--- config.mk ---
export PLATFORM = sky130hd
export DESIGN_NAME = iob_uart_rx_core_flat
export DESIGN_NICKNAME = d
export VERILOG_FILES = /design/src/rtl/iob_uart_rx_pkg.sv /design/src/rtl/iob_uart_rx_core_if.sv /design/src/rtl/iob_sync.sv /design/src/rtl/iob_uart_rx_core.sv /design/src/flat_wrapper.sv
export SDC_FILE = /design/constraint.sdc
export NUM_CORES = 1
export LEC_CHECK = 0
export CORE_MARGIN = 2
export CORE_UTILIZATION = 55
export CTS_CLUSTER_SIZE = 40
export DETAILED_ROUTE_END_ITERATION = 6
export PLACE_DENSITY = 0.77
export SYNTH_ARGS = -nofsm -noshare
export SYNTH_HDL_FRONTEND = slang
export SYNTH_SLANG_ARGS = --single-unit
--- constraint.sdc ---
create_clock -name clk_i -period 3.1 [get_ports clk_i]
set_input_delay 0.31 -clock clk_i [delete_from_list [all_inputs] [get_ports clk_i]]
set_output_delay 0.31 -clock clk_i [all_outputs]
set_load 0.005 [all_outputs]
--- src/rtl/iob_uart_rx_pkg.sv ---
// rtl/iob_uart_rx_pkg.sv - shared types and constants for the UART receiver core
package iob_uart_rx_pkg;

  typedef enum logic [2:0] {
    IDLE  = 3'd0,
    START = 3'd1,
    DATA  = 3'd2,
    STOP  = 3'd3,
    BREAK = 3'd4
  } rx_state_t;

  localparam int SYNC_STAGES = 2;

  // Width of a counter that must hold values 0..n-1
  function automatic int cnt_w(input int n);
    return (n < 2) ? 1 : $clog2(n);
  endfunction

endpackage

--- src/rtl/iob_uart_rx_core_if.sv ---
// rtl/iob_uart_rx_core_if.sv - line/config inputs and received-word outputs of the UART receiver
interface iob_uart_rx_core_if #(
  parameter int DATA_W = 8,
  parameter int DIV_W  = 16
);

  logic              en_i;
  logic [DIV_W-1:0]  div_i;
  logic              rxd_i;
  logic [DATA_W-1:0] data_o;
  logic              data_valid_o;
  logic              frame_err_o;
  logic              busy_o;

  modport master (
    output en_i, div_i, rxd_i,
    input  data_o, data_valid_o, frame_err_o, busy_o
  );

  modport slave (
    input  en_i, div_i, rxd_i,
    output data_o, data_valid_o, frame_err_o, busy_o
  );

endinterface

--- src/rtl/iob_sync.sv ---
// rtl/iob_sync.sv - multi-flop synchroniser with clock enable and configurable reset value
module iob_sync
  import iob_uart_rx_pkg::*;
#(
  parameter int   STAGES  = SYNC_STAGES,
  parameter logic RST_VAL = 1'b1
) (
  input  logic clk_i,
  input  logic arst_i,
  input  logic cke_i,
  input  logic rst_i,
  input  logic d,
  output logic q
);

  logic [STAGES-1:0] sr;

  always_ff @(posedge clk_i or posedge arst_i) begin
    if (arst_i) begin
      sr <= {STAGES{RST_VAL}};
    end else if (cke_i) begin
      if (rst_i) begin
        sr <= {STAGES{RST_VAL}};
      end else begin
        sr <= {sr[STAGES-2:0], d};
      end
    end
  end

  assign q = sr[STAGES-1];

endmodule

--- src/rtl/iob_uart_rx_core.sv ---
// rtl/iob_uart_rx_core.sv - 8N1-style UART receiver: start-bit detect, mid-bit sampling, framing check
module iob_uart_rx_core
  import iob_uart_rx_pkg::*;
#(
  parameter int DATA_W = 8,
  parameter int DIV_W  = 16
) (
  input  logic              clk_i,
  input  logic              arst_i,
  input  logic              cke_i,
  input  logic              rst_i,
  iob_uart_rx_core_if.slave rx
);

  localparam int BCNT_W = cnt_w(DATA_W + 1);

  rx_state_t         state, state_nxt;
  logic              rxd_s;
  logic [DIV_W-1:0]  div_q, div_q_nxt;
  logic [DIV_W-1:0]  baud_cnt, baud_nxt;
  logic [BCNT_W-1:0] bit_cnt, bit_nxt;
  logic [DATA_W-1:0] shreg, shreg_nxt;
  logic [DATA_W-1:0] data_q, data_nxt;
  logic              valid_q, valid_nxt;
  logic              ferr_q, ferr_nxt;
  logic              baud_zero;

  iob_sync #(
    .STAGES  (SYNC_STAGES),
    .RST_VAL (1'b1)
  ) u_rxd_sync (
    .clk_i  (clk_i),
    .arst_i (arst_i),
    .cke_i  (cke_i),
    .rst_i  (rst_i),
    .d      (rx.rxd_i),
    .q      (rxd_s)
  );

  assign baud_zero = (baud_cnt == '0);

  always_ff @(posedge clk_i or posedge arst_i) begin
    if (arst_i) begin
      state    <= IDLE;
      div_q    <= '0;
      baud_cnt <= '0;
      bit_cnt  <= '0;
      shreg    <= '0;
      data_q   <= '0;
      valid_q  <= 1'b0;
      ferr_q   <= 1'b0;
    end else if (cke_i) begin
      if (rst_i) begin
        state    <= IDLE;
        div_q    <= '0;
        baud_cnt <= '0;
        bit_cnt  <= '0;
        shreg    <= '0;
        data_q   <= '0;
        valid_q  <= 1'b0;
        ferr_q   <= 1'b0;
      end else begin
        state    <= state_nxt;
        div_q    <= div_q_nxt;
        baud_cnt <= baud_nxt;
        bit_cnt  <= bit_nxt;
        shreg    <= shreg_nxt;
        data_q   <= data_nxt;
        valid_q  <= valid_nxt;
        ferr_q   <= ferr_nxt;
      end
    end
  end

  always_comb begin
    state_nxt = state;
    div_q_nxt = div_q;
    baud_nxt  = baud_cnt;
    bit_nxt   = bit_cnt;
    shreg_nxt = shreg;
    data_nxt  = data_q;
    valid_nxt = 1'b0;
    ferr_nxt  = 1'b0;

    // Dropping the enable abandons any frame in flight without touching data_o
    if (!rx.en_i) begin
      state_nxt = IDLE;
    end else begin
      case (state)
        IDLE: begin
          if (!rxd_s) begin
            div_q_nxt = rx.div_i;
            baud_nxt  = (rx.div_i >> 1) - DIV_W'(1);
            state_nxt = START;
          end
        end
        START: begin
          if (!baud_zero) begin
            baud_nxt = baud_cnt - DIV_W'(1);
          end else if (rxd_s) begin
            state_nxt = IDLE;
          end else begin
            baud_nxt  = div_q - DIV_W'(1);
            bit_nxt   = '0;
            state_nxt = DATA;
          end
        end
        DATA: begin
          if (!baud_zero) begin
            baud_nxt = baud_cnt - DIV_W'(1);
          end else begin
            shreg_nxt = {rxd_s, shreg[DATA_W-1:1]};
            baud_nxt  = div_q - DIV_W'(1);
            bit_nxt   = bit_cnt + BCNT_W'(1);
            if (bit_cnt == BCNT_W'(DATA_W - 1)) begin
              state_nxt = STOP;
            end
          end
        end
        STOP: begin
          if (!baud_zero) begin
            baud_nxt = baud_cnt - DIV_W'(1);
          end else if (rxd_s) begin
            data_nxt  = shreg;
            valid_nxt = 1'b1;
            state_nxt = IDLE;
          end else begin
            ferr_nxt  = 1'b1;
            state_nxt = BREAK;
          end
        end
        BREAK: begin
          // A line held low after a bad stop bit must not look like a new start bit
          if (rxd_s) begin
            state_nxt = IDLE;
          end
        end
        default: begin
          state_nxt = IDLE;
        end
      endcase
    end
  end

  assign rx.data_o       = data_q;
  assign rx.data_valid_o = valid_q;
  assign rx.frame_err_o  = ferr_q;
  assign rx.busy_o       = (state != IDLE);

endmodule

--- src/flat_wrapper.sv ---
// flat-port wrapper written by rule: the top's interface ports become plain ports
module iob_uart_rx_core_flat import iob_uart_rx_pkg::*;
#(
  parameter int DATA_W = 8,
  parameter int DIV_W  = 16
)
  (clk_i, arst_i, cke_i, rst_i, rx_en_i, rx_div_i, rx_rxd_i, rx_data_o, rx_data_valid_o, rx_frame_err_o, rx_busy_o);
  iob_uart_rx_core_if #(.DATA_W(DATA_W), .DIV_W(DIV_W)) rx_i ();
  input  logic clk_i;
  input  logic arst_i;
  input  logic cke_i;
  input  logic rst_i;
  input wire logic [$bits(rx_i.en_i)-1:0] rx_en_i;
  input wire logic [$bits(rx_i.div_i)-1:0] rx_div_i;
  input wire logic [$bits(rx_i.rxd_i)-1:0] rx_rxd_i;
  output wire logic [$bits(rx_i.data_o)-1:0] rx_data_o;
  output wire logic [$bits(rx_i.data_valid_o)-1:0] rx_data_valid_o;
  output wire logic [$bits(rx_i.frame_err_o)-1:0] rx_frame_err_o;
  output wire logic [$bits(rx_i.busy_o)-1:0] rx_busy_o;
  assign rx_i.en_i = rx_en_i;
  assign rx_i.div_i = rx_div_i;
  assign rx_i.rxd_i = rx_rxd_i;
  assign rx_data_o = rx_i.data_o;
  assign rx_data_valid_o = rx_i.data_valid_o;
  assign rx_frame_err_o = rx_i.frame_err_o;
  assign rx_busy_o = rx_i.busy_o;
  iob_uart_rx_core #(.DATA_W(DATA_W), .DIV_W(DIV_W)) u_core (.clk_i(clk_i), .arst_i(arst_i), .cke_i(cke_i), .rst_i(rst_i), .rx(rx_i));
endmodule
==> flow_metrics.tcl <==
set metrics [dict create \
    status "complete, no violations" \
    yosysSeqAreaShare 0.399 \
    io_buffers 32 \
    ant_nets 0 \
    antenna_cells 0 \
    pwr-share-clk 0.289 \
    io_pins 33 \
    cp_num_buf_inv 1 \
    area_delta_synth_final_pct 17.0 \
    critical-path-max-stage-delay_ps 450 \
    path_cells "inv_1 -> ha_1 -> nor4b_2 -> nand4_2 -> nor3_4 -> o21ai_2 -> nand2b_1 -> o31ai_1" \
    crit_type "register to register" \
    yosys.area.top_type "dfrtp_1" \
    ys_seq_elements 59 \
    fp-row-count 29 \
    synth_nets 443 \
    cts_tree "built" \
    switching_share 0.356 \
    post-route-min-period_ps 2620 \
    cts_buffers 9 \
    worstRegToRegCells 8 \
    viasPerCell 6.16 \
    syn_area_sq_um 3710 \
    hold_buffers 0 \
    die_w_microns 86.1 \
    die_h_microns 86.1 \
    first_iter_violations 322 \
    clk_latency_ps 340 \
    grt_pass1_wl_microns 15300 \
    p_seq_frac 0.400 \
    p_comb_frac 0.310 \
    rsz0062_at_grt "no" \
    grt_overflow_total 0 \
    critPathMaxFanout 7 \
    die_area_sq_um 7410 \
    grt_pass1_vias 3051 \
    gp_congestion 0.913 \
    cp_top_family "simple AND/OR/NAND/NOR gates" \
    fin_setup_tns_ps 0 \
    fmaxAchievable_mhz 381 \
    grt_max_degree 41 \
    maxCapViolations 0 \
    wirelength_microns 9050 \
    hold_viol_final 0 \
    syn_inst 417 \
    fin_worst_skew_ps 11.8 \
    initial_core_util 0.577 \
    relSlewSlack 0.294 \
    dp_hpwl_microns 6560 \
    antenna_found_initial 0 \
    postCtsSetupBuffers 0 \
    setup_viol 0 \
    firstDrtPassIters 5 \
    synth_ff_type "dfrtp_1" \
    num_vias 3283 \
    synthArstFlopShare 1.00 \
    ctsResizeCount 0 \
    drv_slew 0 \
    required_ps 3340 \
    fin_hold_ws_ps 388 \
    ys_warn_count 0 \
    coreArea_sq_um 6420 \
    track_usage 0.265 \
    worst_pin_slew_ps 1060 \
    avgSynthCellArea_sq_um 8.89 \
    end_kind "register" \
    post-route-drc-count 0 \
    timing.final.crit_share 0.846 \
    reg2reg_to "u_core.bit_cnt[3]" \
    p_per_area_nw_per_um2 558 \
    ys_types 58 \
    ys_top_cells_by_area "dfrtp_1 38%, o21ai_0 5.7%, mux2_2 4.6%, nand2_1 4.3%, xor2_1 4.3%" \
    wire_per_inst_microns 17.0 \
    cp_slowest_cell "nor4b_2" \
    cellLeakagePower_nw 1.82 \
    root_buffer "clkbuf_8" \
    rr_startpoint "u_core.baud_cnt[0]" \
    clkTransAtPathRegs_ps 80 \
    synth-edff-count 0 \
    final_layout_size_suffix_gt1_frac 0.116 \
    worstPathArrival_ps 2860 \
    min_path_type "input port to asynchronous set/reset pin" \
    peakVddDrop_v 0.000329 \
    r2r_slack_ps 480 \
    fin_nets 477 \
    p_sw_uw 861 \
    cts_buffer_depth 2 \
    intPower_mw 1.56 \
    cts.sinks 59 \
    synth_top_area_share 0.385 \
    cp-start-kind "register" \
    cts_htree_levels 3 \
]
==> worst max path at each step <==
| stage | start | to | slack (ps) | cells past startpoint |
|---|---|---|---|---|
| floorplan | u_core.baud_cnt[0] | u_core.baud_cnt[13] | 920 | 10 |
| global placement | rx_div_i[5] | u_core.baud_cnt[11] | 470 | 7 |
| detailed placement | rx_div_i[5] | u_core.baud_cnt[11] | 440 | 7 |
| CTS | u_core.baud_cnt[0] | u_core.bit_cnt[3] | 500 | 8 |
| global route | u_core.baud_cnt[0] | u_core.bit_cnt[3] | 220 | 8 |
| finish | u_core.baud_cnt[0] | u_core.bit_cnt[3] | 480 | 8 |
==> layer usage <==
metal  wire, microns  GRT usage  vias up
met1            4160      0.383     1580
met4              74     0.0678        0
li1                -          -     1586
met3             636     0.0664        6
met2            4180      0.400      111
met5               0          0        -
==> state kept, by name, summed over array words and instances, names as in the netlist <==
| name | cells |
|---|---|
| u_core.rx.data_valid_o | 1 |
| u_core.rx.data_o | 8 |
| u_core.div_q | 16 |
| u_core.shreg | 8 |
| u_core.baud_cnt | 16 |
| u_core.rx.frame_err_o | 1 |
| u_core.bit_cnt | 4 |
| u_core.u_rxd_sync.sr | 2 |
| u_core.state | 3 |
==> stage by stage <==
stage | instances | util | total power [mW] | setup slack [ps] | instance area, sq um
6_report | 533 | 0.675 | 2.42 | 478 | 4340
5_1_grt | 533 | 0.675 | 2.57 | 222 | 4340
4_1_cts | 533 | 0.675 | 2.42 | 503 | 4340
3_5_place_dp | 517 | 0.645 | 1.72 | 435 | 4140
3_3_place_gp | 517 | 0.645 | 1.70 | 473 | 4140
2_1_floorplan | 417 | - | 1.49 | 917 | 3710
==> synthesized netlist by cell type, types with 8 or more instances <==
cell type and count:
nor4_1 8, dfrtp_1 57, nand2b_1 18, xnor2_1 13, xor2_1 18, or4_1 8, inv_1 14, a22o_1 8
clkbuf_1 14, nor2_1 25, a21oi_1 13, mux2_2 15, nor2b_1 10, nand3_1 13, nand2_1 42, nor3_1 13
o21ai_0 42
==> power by group through the flow <==
stage	registers [mW]	logic (mW)	clock network [mW]
after detailed placement	0.977	0.739	0
after global placement	0.974	0.725	0
after floorplan	0.938	0.547	0
after CTS	0.964	0.744	0.709
final	0.969	0.751	0.700
after global routing	0.982	0.840	0.745
==> cell usage in the layout, fill, tap and decap left out, drive strengths merged, types with 13 or more instances in the layout <==
cell type and n:
dfrtp 57, o21ai 45, nand2 42, clkdlybuf4s50 32, nor2 27, nand2b 18, xor2 18, mux2 15
nor3 14, inv 14, a21oi 13, xnor2 13, nand3 13
==> layout make-up <==
cell class              instances  area, sq um
multi-input cells             324         2100
fillers                       558         2090
flip-flops and latches         59         1480
repair buffers                 43          415
clock buffers                  11          131
well taps                      77         96.3
clock inverters                 5         63.8
inverters                      14         52.6
==> cell families after synthesis <==
kind of cell / Yosys count / synth area share
and+or+nand+nor: 168 / 0.246
AOI/OAI and AO/OA: 105 / 0.184
DFF: 59 / 0.399
buffers and inverters: 34 / 0.0361
xor gates and xnor gates: 31 / 0.0733
muxes: 16 / 0.0483
adders and majority gates: 4 / 0.0135
==> worst reg2reg max path: stages (launching register included) <==
cell and delay [ps]:
dfrtp_1 430, inv_1 80, ha_1 210, nor4b_2 450, nand4_2 310, nor3_4 450
o21ai_2 150, nand2b_1 200, o31ai_1 240
(Power assumes the default switching activity.)
